==> config.mk <==
export PLATFORM = sky130hd
export DESIGN_NAME = kb_event_ctrl_flat
export DESIGN_NICKNAME = d
export VERILOG_FILES = /design/src/rtl/kb_event_ctrl_if.sv /design/src/rtl/kb_event_ctrl.sv /design/src/flat_wrapper.sv
export SDC_FILE = /design/constraint.sdc
export NUM_CORES = 1
export LEC_CHECK = 0
export BUFFER_PORTS_ARGS = -buffer_cell sky130_fd_sc_hd__buf_4
export CAP_MARGIN = 20
export CORE_UTILIZATION = 49
export DETAILED_ROUTE_END_ITERATION = 7
export PLACE_DENSITY = 0.65
export SETUP_SLACK_MARGIN = 0.05
export SYNTH_ARGS = -nofsm -noshare
export SYNTH_HDL_FRONTEND = slang
export SYNTH_SLANG_ARGS = --single-unit
==> constraint.sdc <==
create_clock -name clk -period 6.3 [get_ports clk]
set_input_delay 0.945 -clock clk [delete_from_list [all_inputs] [get_ports clk]]
set_output_delay 0.945 -clock clk [all_outputs]
set_load 0.02 [all_outputs]
==> src/rtl/kb_event_ctrl_if.sv <==
// kb_event_ctrl_if
//   CPU-side bus of the keyboard event controller.
//   master : CPU I/O decode. It drives rd_en (pop pulse) and clr_ovf (overflow clear).
//   slave  : kb_event_ctrl. It drives rd_data (show-ahead head entry),
//            empty, full, count and overflow.
//   DEPTH must match the DEPTH of the attached kb_event_ctrl.
interface kb_event_ctrl_if #(
  parameter int DEPTH = 16
) ();
  logic                     rd_en;
  logic                     clr_ovf;
  logic [15:0]              rd_data;
  logic                     empty;
  logic                     full;
  logic [$clog2(DEPTH):0]   count;
  logic                     overflow;

  modport master (
    output rd_en, clr_ovf,
    input  rd_data, empty, full, count, overflow
  );

  modport slave (
    input  rd_en, clr_ovf,
    output rd_data, empty, full, count, overflow
  );
endinterface

==> src/rtl/kb_event_ctrl.sv <==
// kb_event_ctrl
//   Turns the PS/2 decoder's key level (key_en/key_code/key_ascii) into a
//   buffered stream of key events {code, ascii} that the CPU pops.
//   Press edges always produce one event. With the KB_REPEAT_EN macro
//   defined, a held key also produces typematic repeats: the first repeat
//   comes DELAY_CYC cycles after the press, and further repeats follow every
//   PERIOD_CYC cycles. Without the macro, DELAY_CYC/PERIOD_CYC are ignored.
// Ports
//   clk, rst   : clock, synchronous active-high reset
//   key_code   : current key code
//   key_ascii  : ASCII of key_code, valid one cycle after key_code (sync ROM)
//   key_en     : high while a printable key is held
//   bus        : CPU side (kb_event_ctrl_if.slave). It carries rd_en/clr_ovf in,
//                and rd_data/empty/full/count/overflow out, all registered.
module kb_event_ctrl #(
  parameter int DEPTH      = 16,
  parameter int DELAY_CYC  = 25000000,
  parameter int PERIOD_CYC = 5000000
) (
  input  logic             clk,
  input  logic             rst,
  input  logic [7:0]       key_code,
  input  logic [7:0]       key_ascii,
  input  logic             key_en,
  kb_event_ctrl_if.slave   bus
);

  localparam int AW = $clog2(DEPTH);
  localparam int CW = AW + 1;

  // Edge detection
  logic       key_en_q;
  logic [7:0] code_q;
  logic       press;
  logic       rep_fire;

  assign press = key_en && (!key_en_q || (key_code != code_q));

  // A detected event is pushed one cycle later, when key_ascii has caught
  // up with the code latched at detection time.
  logic       pend_reg;
  logic [7:0] pend_code_reg;
  logic [15:0] push_data;

`ifdef KB_REPEAT_EN
  localparam int TMAX = (DELAY_CYC > PERIOD_CYC) ? DELAY_CYC : PERIOD_CYC;
  localparam int TW   = $clog2(TMAX) + 1;

  typedef enum logic [1:0] {
    ST_IDLE,
    ST_HOLD,
    ST_REPEAT
  } state_t;

  state_t         state_reg, state_next;
  logic [TW-1:0]  cnt_reg, cnt_next;
  logic           release_w;
  logic           pend_live_reg;   // 1: press event (use live ascii), 0: repeat
  logic [7:0]     held_ascii_reg;

  assign release_w = !key_en && key_en_q;

  always_ff @(posedge clk) begin
    if (rst) begin
      state_reg <= ST_IDLE;
      cnt_reg   <= '0;
    end else begin
      state_reg <= state_next;
      cnt_reg   <= cnt_next;
    end
  end

  // Release outranks a repeat due in the same cycle; a code change restarts
  // the delay for the new key.
  always_comb begin
    state_next = state_reg;
    cnt_next   = cnt_reg + 1'b1;
    rep_fire   = 1'b0;
    case (state_reg)
      ST_IDLE: begin
        cnt_next = '0;
        if (press) state_next = ST_HOLD;
      end
      ST_HOLD: begin
        if (release_w) begin
          state_next = ST_IDLE;
          cnt_next   = '0;
        end else if (press) begin
          cnt_next = '0;
        end else if (cnt_reg == TW'(DELAY_CYC - 1)) begin
          state_next = ST_REPEAT;
          cnt_next   = '0;
          rep_fire   = 1'b1;
        end
      end
      ST_REPEAT: begin
        if (release_w) begin
          state_next = ST_IDLE;
          cnt_next   = '0;
        end else if (press) begin
          state_next = ST_HOLD;
          cnt_next   = '0;
        end else if (cnt_reg == TW'(PERIOD_CYC - 1)) begin
          cnt_next = '0;
          rep_fire = 1'b1;
        end
      end
      default: begin
        state_next = ST_IDLE;
        cnt_next   = '0;
      end
    endcase
  end

  always_ff @(posedge clk) begin
    if (rst) begin
      pend_live_reg  <= 1'b0;
      held_ascii_reg <= '0;
    end else begin
      pend_live_reg <= press;
      if (pend_reg && pend_live_reg) held_ascii_reg <= key_ascii;
    end
  end

  assign push_data = {pend_code_reg, pend_live_reg ? key_ascii : held_ascii_reg};
`else
  logic [31:0] unused_cfg;
  assign unused_cfg = 32'(DELAY_CYC) ^ 32'(PERIOD_CYC);
  assign rep_fire   = 1'b0;
  assign push_data  = {pend_code_reg, key_ascii};
`endif

  always_ff @(posedge clk) begin
    if (rst) begin
      key_en_q      <= 1'b0;
      code_q        <= '0;
      pend_reg      <= 1'b0;
      pend_code_reg <= '0;
    end else begin
      key_en_q <= key_en;
      code_q   <= key_code;
      pend_reg <= press || rep_fire;
      if (press) pend_code_reg <= key_code;
    end
  end

  // FIFO
  logic [15:0]   mem [DEPTH];
  logic [AW-1:0] wr_ptr_reg, rd_ptr_reg;
  logic [CW-1:0] count_reg, count_next;
  logic          empty_reg, full_reg, ovf_reg;
  logic [15:0]   rd_data_reg;
  logic          pop, push_ok, drop;

  assign pop     = bus.rd_en && !empty_reg;
  // Full plus a same-cycle pop frees the slot the push writes into.
  assign push_ok = pend_reg && (!full_reg || pop);
  assign drop    = pend_reg && full_reg && !pop;

  assign count_next = count_reg + CW'(push_ok) - CW'(pop);

  always_ff @(posedge clk) begin
    if (push_ok) mem[wr_ptr_reg] <= push_data;
  end

  always_ff @(posedge clk) begin
    if (rst) begin
      wr_ptr_reg  <= '0;
      rd_ptr_reg  <= '0;
      count_reg   <= '0;
      empty_reg   <= 1'b1;
      full_reg    <= 1'b0;
      ovf_reg     <= 1'b0;
      rd_data_reg <= '0;
    end else begin
      if (push_ok) wr_ptr_reg <= wr_ptr_reg + 1'b1;
      if (pop)     rd_ptr_reg <= rd_ptr_reg + 1'b1;
      count_reg <= count_next;
      empty_reg <= (count_next == '0);
      full_reg  <= (count_next == CW'(DEPTH));
      if (drop)             ovf_reg <= 1'b1;
      else if (bus.clr_ovf) ovf_reg <= 1'b0;
      // Show-ahead head register: follow the next stored entry on a pop,
      // or take the incoming entry when it becomes the head.
      if (pop) begin
        if (count_reg > CW'(1))  rd_data_reg <= mem[rd_ptr_reg + 1'b1];
        else if (push_ok)        rd_data_reg <= push_data;
      end else if (push_ok && empty_reg) begin
        rd_data_reg <= push_data;
      end
    end
  end

  assign bus.rd_data  = rd_data_reg;
  assign bus.empty    = empty_reg;
  assign bus.full     = full_reg;
  assign bus.count    = count_reg;
  assign bus.overflow = ovf_reg;

endmodule

==> src/flat_wrapper.sv <==
// flat-port wrapper written by rule: the top's interface ports become plain ports
module kb_event_ctrl_flat 
#(
  parameter int DEPTH      = 16,
  parameter int DELAY_CYC  = 25000000,
  parameter int PERIOD_CYC = 5000000
)
  (clk, rst, key_code, key_ascii, key_en, bus_rd_en, bus_clr_ovf, bus_rd_data, bus_empty, bus_full, bus_count, bus_overflow);
  kb_event_ctrl_if #(.DEPTH(DEPTH)) bus_i ();
  input  logic clk;
  input  logic rst;
  input  logic [7:0] key_code;
  input  logic [7:0] key_ascii;
  input  logic key_en;
  input wire logic [$bits(bus_i.rd_en)-1:0] bus_rd_en;
  input wire logic [$bits(bus_i.clr_ovf)-1:0] bus_clr_ovf;
  output wire logic [$bits(bus_i.rd_data)-1:0] bus_rd_data;
  output wire logic [$bits(bus_i.empty)-1:0] bus_empty;
  output wire logic [$bits(bus_i.full)-1:0] bus_full;
  output wire logic [$bits(bus_i.count)-1:0] bus_count;
  output wire logic [$bits(bus_i.overflow)-1:0] bus_overflow;
  assign bus_i.rd_en = bus_rd_en;
  assign bus_i.clr_ovf = bus_clr_ovf;
  assign bus_rd_data = bus_i.rd_data;
  assign bus_empty = bus_i.empty;
  assign bus_full = bus_i.full;
  assign bus_count = bus_i.count;
  assign bus_overflow = bus_i.overflow;
  kb_event_ctrl #(.DEPTH(DEPTH), .DELAY_CYC(DELAY_CYC), .PERIOD_CYC(PERIOD_CYC)) u_core (.clk(clk), .rst(rst), .key_code(key_code), .key_ascii(key_ascii), .key_en(key_en), .bus(bus_i));
endmodule
==> results of run 1 <==
-- cells in the mapped netlist, drive strengths merged (7+ instances only) --
cell type	n
inv	36
nor2	38
dfxtp	50
o22ai	32
mux4	64
mux2i	40
a21oi	7
edfxtp	256
xnor2	15
clkbuf	8
nand2	9
buf	21
nor2b	14
ha	14
a21o	17
clkinv	12
-- layout by cell type, fill, tap and decap left out, drive strengths merged, types with 15 or more instances in the layout --
master  netlist  layout
edfxtp      256     256
mux4         64      64
buf          21      61
dfxtp        50      50
clkbuf        8      43
mux2i        40      40
nor2         38      38
inv          36      37
o22ai        32      32
clkinv       12      22
a21o         17      17
xnor2        15      15
-- metal layers --
metal	up-vias	GRT usage	wire [um]
li1	2716	-	-
met5	-	0	0
met4	0	0.0498	540
met3	44	0.0281	1340
met2	194	0.343	12800
met1	3234	0.285	10800
-- metrics by stage --
stage               area [um2]  std cells  setup WS (ps)  total power [mW]
finish                   13900       1076           2880              5.07
floorplan                12200        664           3110              3.08
global placement         12900       1019           2920              3.34
global route             13900       1076           2650              5.26
CTS                      13800       1075           2780              5.11
detailed placement       12900       1019           2820              3.36
-- power groups by stage --
stage | registers (mW) | logic [mW] | clock network (mW)
after floorplan | 2.41 | 0.674 | 0
after global placement | 2.41 | 0.927 | 0
after detailed placement | 2.42 | 0.943 | 0
after CTS | 2.38 | 0.950 | 1.78
after global routing | 2.39 | 1.01 | 1.86
final | 2.37 | 0.930 | 1.77
-- cell families after synthesis --
group           count (synthesis)
xor+xnor                       18
mux                           104
buf+inv                        77
simple gates                   75
fa+ha+maj                      15
compound gates                 69
flops                         306
-- worst max path at each step --
stage,from,end,slack [ps],depth (start not counted)
4_1_cts,u_core.rd_ptr_reg[0],u_core.bus.rd_data[5],2780,6
6_report,u_core.rd_ptr_reg[0],u_core.bus.rd_data[5],2880,6
3_5_place_dp,u_core.rd_ptr_reg[0],u_core.bus.rd_data[1],2820,6
2_1_floorplan,bus_rd_en,u_core.mem[3][0],3110,5
5_1_grt,u_core.rd_ptr_reg[0],u_core.bus.rd_data[5],2650,6
3_3_place_gp,u_core.rd_ptr_reg[0],u_core.bus.rd_data[0],2920,6
-- worst register-to-register path, cell delays in order (launching register included) --
cell,delay (ps)
dfxtp_4,840
ha_2,980
buf_4,600
mux4_2,430
mux2i_1,190
o22ai_1,100
a21o_1,170
-- layout make-up --
cell class | count | area, um2
sequential | 306 | 8690
tap | 324 | 405
fill | 1854 | 10500
clock inverter | 13 | 115
clock buffer | 43 | 861
timing repair buffer | 61 | 465
multi-input combinational | 281 | 3130
inverter | 48 | 180
==> flow_summary.json, run 1 <==
{
  "outcome": "complete, no violations",
  "place_congestion": 0.802,
  "syn-cell-area_um2": 12200,
  "insertedDiodeCount": 0,
  "min_path_cells": 2,
  "die_w_um": 160,
  "drt-pass1-iter-count": 8,
  "postSynthCellCount": 664,
  "utilization": 0.570,
  "initial_core_util": 0.501,
  "r2r_setup_slack_ps": 2880,
  "synthMuxAreaShare": 0.151,
  "drive_gt1_frac": 0.254,
  "synth_edf_count": 256,
  "min_from": "u_core.bus.overflow",
  "drt-initial-drc-count": 519,
  "synthSimpleGateAreaFrac": 0.0305,
  "vias": 6188,
  "crit_buf_inv": 1,
  "fin_skew_ps": 16.0,
  "async_flop_share": 0,
  "grt_usage": 0.205,
  "cp_slowest_stage_delay_ps": 950,
  "grt_overflow_total": 0,
  "fmaxAchievable_mhz": 292,
  "period_share": 0.543,
  "startpoint_type": "flip-flop",
  "largest_reg_flops": 256,
  "clkSinkCount": 306,
  "port_buffers": 44,
  "timing.rr.end": "u_core.bus.rd_data[5]",
  "ant_nets": 0,
  "synth.avg_cell_area_um2": 18.3,
  "grt_pass1_wl_um": 38600,
  "p_seq_frac": 0.468,
  "clockBufferDepth": 3,
  "cts-root-buf": "clkbuf_16",
  "worstMarginPinSlew_ps": 1070,
  "vias_per_cell": 5.75,
  "ctsResizeCount": 0,
  "grt_pass1_vias": 6345,
  "postCtsSetupBuffers": 0,
  "routed_wl_um": 25400,
  "io_pins": 45,
  "cts_tree": "done",
  "rows": 57,
  "wl_per_cell_um": 23.6,
  "switchingPower_mw": 1.33,
  "core-area_um2": 24300,
  "fin_nets": 765,
  "synth_top_area_share": 0.631,
  "maxCapViolCount": 0,
  "cp.arrival_ps": 3870,
  "power_leakage_nw": 4.86,
  "antenna_found_initial": 0,
  "synth_xor_area_frac": 0.0151,
  "numCtsBuffers": 31,
  "synth_top_family_by_area": "multiplexers",
  "clkPwrFrac": 0.348,
  "finalCriticalPeriod_ps": 3420,
  "ys_warn_count": 0,
  "crit_slowest_cell": "ha_2",
  "cp_cell_sequence": "ha_2 > buf_4 > mux4_2 > mux2i_1 > o22ai_1 > a21o_1",
  "hold_buffers": 0,
  "hold_path_class": "reg -> reg",
  "die_area_um2": 25500,
  "synth_largest_area_cell": "edfxtp_1",
  "synth-compound-area-share": 0.0420,
  "die_h_um": 160,
  "pwr-share-comb": 0.183,
  "clkSlewWorstSetupHoldPaths_ps": 60,
  "ys.flop_type": "edfxtp_1",
  "rr_startpoint": "u_core.rd_ptr_reg[0]",
  "reg2reg_depth": 6,
  "ys_top_cells_by_area": "edfxtp_1, mux4_2, dfxtp_1, mux2i_1, o22ai_1",
  "post-dp-hpwl_um": 15400,
  "clock_latency_ps": 560,
  "path_class": "reg -> reg",
  "crit_required_ps": 6750,
  "grt_max_degree": 39,
  "setup_tns_ps": 0,
  "sw_frac_of_total": 0.263,
  "worstSetupEndpointType": "flip-flop",
  "cp_max_fo": 38,
  "synth_fa_ha_area_frac": 0.0160,
  "htree_levels": 1,
  "rsz0062_at_grt": "false",
  "slew_headroom": 0.287,
  "slew_violations": 0,
  "whs_ps": 509,
  "ys_types": 48,
  "setup_viol": 0,
  "intPower_mw": 3.74,
  "ir_worst_vdd_uv": 317,
  "hold_path_end": "u_core.bus.overflow",
  "area_delta_synth_final_pct": 13.7,
  "hold_viol_final": 0,
  "syn_nets": 700,
  "power.density_nw_per_um2": 366,
  "drc": 0,
  "crit_family": "adder cells",
  "yosysSeqAreaShare": 0.714,
  "ys_ff_latch": 306
}
Note: power is estimated with default switching activity, not from simulation.
==> run 2, diff against run 1 <==
ABC_AREA = 1   (was unset)
clock period = 3.2 ns   (was 6.3 ns; I/O delays follow)
==> run 2 against run 1 <==
Compared with the run above: via count grew 46%; highest routed layer unchanged; final cell count rose by 61%; die area increased by 9.1%.
==> flow_summary.json, run 2 <==
{
  "synth_xor_area_frac": 0.00847,
  "ant_nets": 0,
  "busiest_layer": "met2",
  "io_pins": 45,
  "wl_per_cell_um": 18.3,
  "clkSlewWorstSetupHoldPaths_ps": 60,
  "startpoint": "u_core.bus.empty",
  "vias": 9049,
  "fmaxAchievable_mhz": 413,
  "worstMarginPinSlew_ps": 841,
  "power.density_nw_per_um2": 744,
  "synth-compound-area-share": 0.0294,
  "drive_gt1_frac": 0.127,
  "fin_skew_ps": 15.9,
  "rows": 59,
  "synth_common_cells": "nand2_1, edfxtp_1, nand3_1, inv_1, dfxtp_1",
  "clockBufferDepth": 3,
  "synth_fa_ha_area_frac": 0.0147,
  "drt-initial-drc-count": 589,
  "r2r_setup_slack_ps": 780,
  "vias_per_cell": 5.23,
  "ir_worst_vdd_uv": 399,
  "setup_viol": 0,
  "post-dp-hpwl_um": 18400,
  "grt_usage": 0.233,
  "worstSetupEndpointType": "flip-flop",
  "cts-root-buf": "clkbuf_16",
  "ctsResizeCount": 0,
  "ys_top_cells_by_area": "edfxtp_1, nand2_1, dfxtp_1, nand3_1, inv_1",
  "mostFrequentLayoutCell": "nand2_1",
  "core-area_um2": 26400,
  "synth_edf_count": 256,
  "setup_tns_ps": 0,
  "drt-pass1-iter-count": 5,
  "place_congestion": 0.817,
  "numCtsBuffers": 31,
  "ys_ff_latch": 306,
  "postSynthCellCount": 1326,
  "synth_top_family_by_area": "simple AND/OR/NAND/NOR gates",
  "met1_usage": 0.311,
  "period_share": 0.756,
  "htree_levels": 1,
  "cp-endpoint": "u_core.bus.empty",
  "pre_cts_ws_ps": 653,
  "crit_slowest_cell": "fa_1",
  "grt_use_met2": 0.397,
  "clkSinkCount": 306,
  "die_w_um": 167,
  "reg2reg_depth": 14,
  "grt_pass1_vias": 8655,
  "outcome": "complete, no violations",
  "grt_max_degree": 130,
  "die_h_um": 167,
  "ys_types": 39,
  "path_class": "reg -> reg",
  "synth.most_common_cell": "nand2_1",
  "power_leakage_nw": 6.28,
  "maxCapViolCount": 0,
  "antenna_found_initial": 0,
  "die_area_um2": 27800,
  "whs_ps": 163,
  "crit_family": "adder cells",
  "routed_wl_um": 31600,
  "clock_latency_ps": 560,
  "slew_headroom": 0.440,
  "synth_top_area_share": 0.578,
  "async_flop_share": 0,
  "cp_num_cells": 14,
  "largest_reg_flops": 256,
  "cp_slowest_stage_delay_ps": 420,
  "crit_buf_inv": 4,
  "multi_input_area_um2": 3660,
  "grt_overflow_total": 0,
  "fillers": 2244,
  "use_met3": 0.0278,
  "seq_area_um2": 8690,
  "postCtsSetupBuffers": 0,
  "syn-cell-area_um2": 13300,
  "initial_core_util": 0.505,
  "rr_startpoint": "u_core.bus.empty",
  "cp_cell_sequence": "inv_1 > nand2_4 > clkinv_2 > ha_1 > inv_1 > ha_1 > inv_1 > fa_1 > nor2_1 > nor2_1 > o21bai_1 > xor2_1 > nor2_1 > a21oi_1",
  "area_delta_synth_final_pct": 13.2,
  "cp.arrival_ps": 2900,
  "insertedDiodeCount": 0,
  "most-common-layout-cells": "nand2_1, edfxtp_1, nand3_1",
  "ys.flop_type": "edfxtp_1",
  "hold_path_class": "in -> reg",
  "finalCriticalPeriod_ps": 2420,
  "synthSimpleGateAreaFrac": 0.219,
  "cp_max_fo": 7,
  "hold_viol_final": 0,
  "grt_pass1_wl_um": 49500,
  "ys_warn_count": 0,
  "syn_nets": 1362,
  "port_buffers": 44,
  "crit_required_ps": 3680,
  "synth.avg_cell_area_um2": 10.0,
  "hold_buffers": 0,
  "drc": 0,
  "startpoint_type": "flip-flop",
  "synthMuxAreaShare": 0,
  "synth_largest_area_cell": "edfxtp_1",
  "layout_setup_ws_ps": 782,
  "slew_violations": 0,
  "timing.rr.end": "u_core.bus.empty",
  "yosysSeqAreaShare": 0.653,
  "cts_tree": "done",
  "fin_nets": 1406,
  "rsz0062_at_grt": "false"
}
## run 2: cell types whose count changed in the layout (fill, tap and decap cells not counted), moves of 13 or more
cell	delta
a21o_1	-16
a21oi_1	+15
inv_1	+138
mux2i_1	-40
mux4_2	-64
nand2_1	+437
nand3_1	+178
nor2_2	+13
nor2b_1	-14
o21ai_0	+25
o22ai_1	-32
## run 2: final cells by class
type | instances | area share
Inverter | 180 | 0.0456
Tap cell | 335 | 0.0278
Multi-Input combinational cell | 778 | 0.243
Timing Repair Buffer | 73 | 0.0397
Clock inverter | 20 | 0.0117
Sequential cell | 306 | 0.577
Clock buffer | 37 | 0.0544
## run 2: worst min path at each step
stage,startpoint,to,slack [ps],cells past startpoint
2_1_floorplan,u_core.pend_reg,u_core.bus.overflow,470,2
3_3_place_gp,u_core.bus.rd_data[2],u_core.bus.rd_data[2],460,2
3_5_place_dp,u_core.bus.rd_data[4],u_core.bus.rd_data[4],460,2
4_1_cts,key_code[4],u_core.code_q[4],150,3
5_1_grt,key_code[2],u_core.code_q[2],180,3
6_report,key_code[4],u_core.code_q[4],160,3
## run 2: layer usage
layer / vias up / wire length [um]
met2: 269 / 15400
met3: 61 / 1830
li1: 4403 / -
met1: 4316 / 13500
met5: - / 0
met4: 0 / 906
## run 2: stage by stage
stage / area [um2] / power (mW) / instances / utilization
floorplan: 13300 / 6.74 / 1326 / -
global placement: 14100 / 7.70 / 1672 / 0.533
detailed placement: 14100 / 7.73 / 1672 / 0.533
CTS: 15100 / 11.3 / 1729 / 0.571
global route: 15100 / 11.7 / 1729 / 0.571
finish: 15100 / 11.2 / 1729 / 0.571
## run 2: kinds of logic (layout without fill, tap and decap cells)
family          after synthesis  count (layout)
simple gates                689             689
xor+xnor                      9               9
compound gates               65              65
flops                       306             306
buf+inv                     242             310
fa+ha+maj                    15              15
## run 2: tightest hold or removal path, cell delays in order
cell	delay [ps]
buf_4	90
inv_1	40
nor2_1	70
## run 2: report_power, final
part	internal [mW]	switching, mW	total (mW)
Combinational	0.975	2.02	2.99
Sequential	4.50	0.155	4.66
Clock	2.05	1.50	3.55
Total	7.53	3.67	11.2
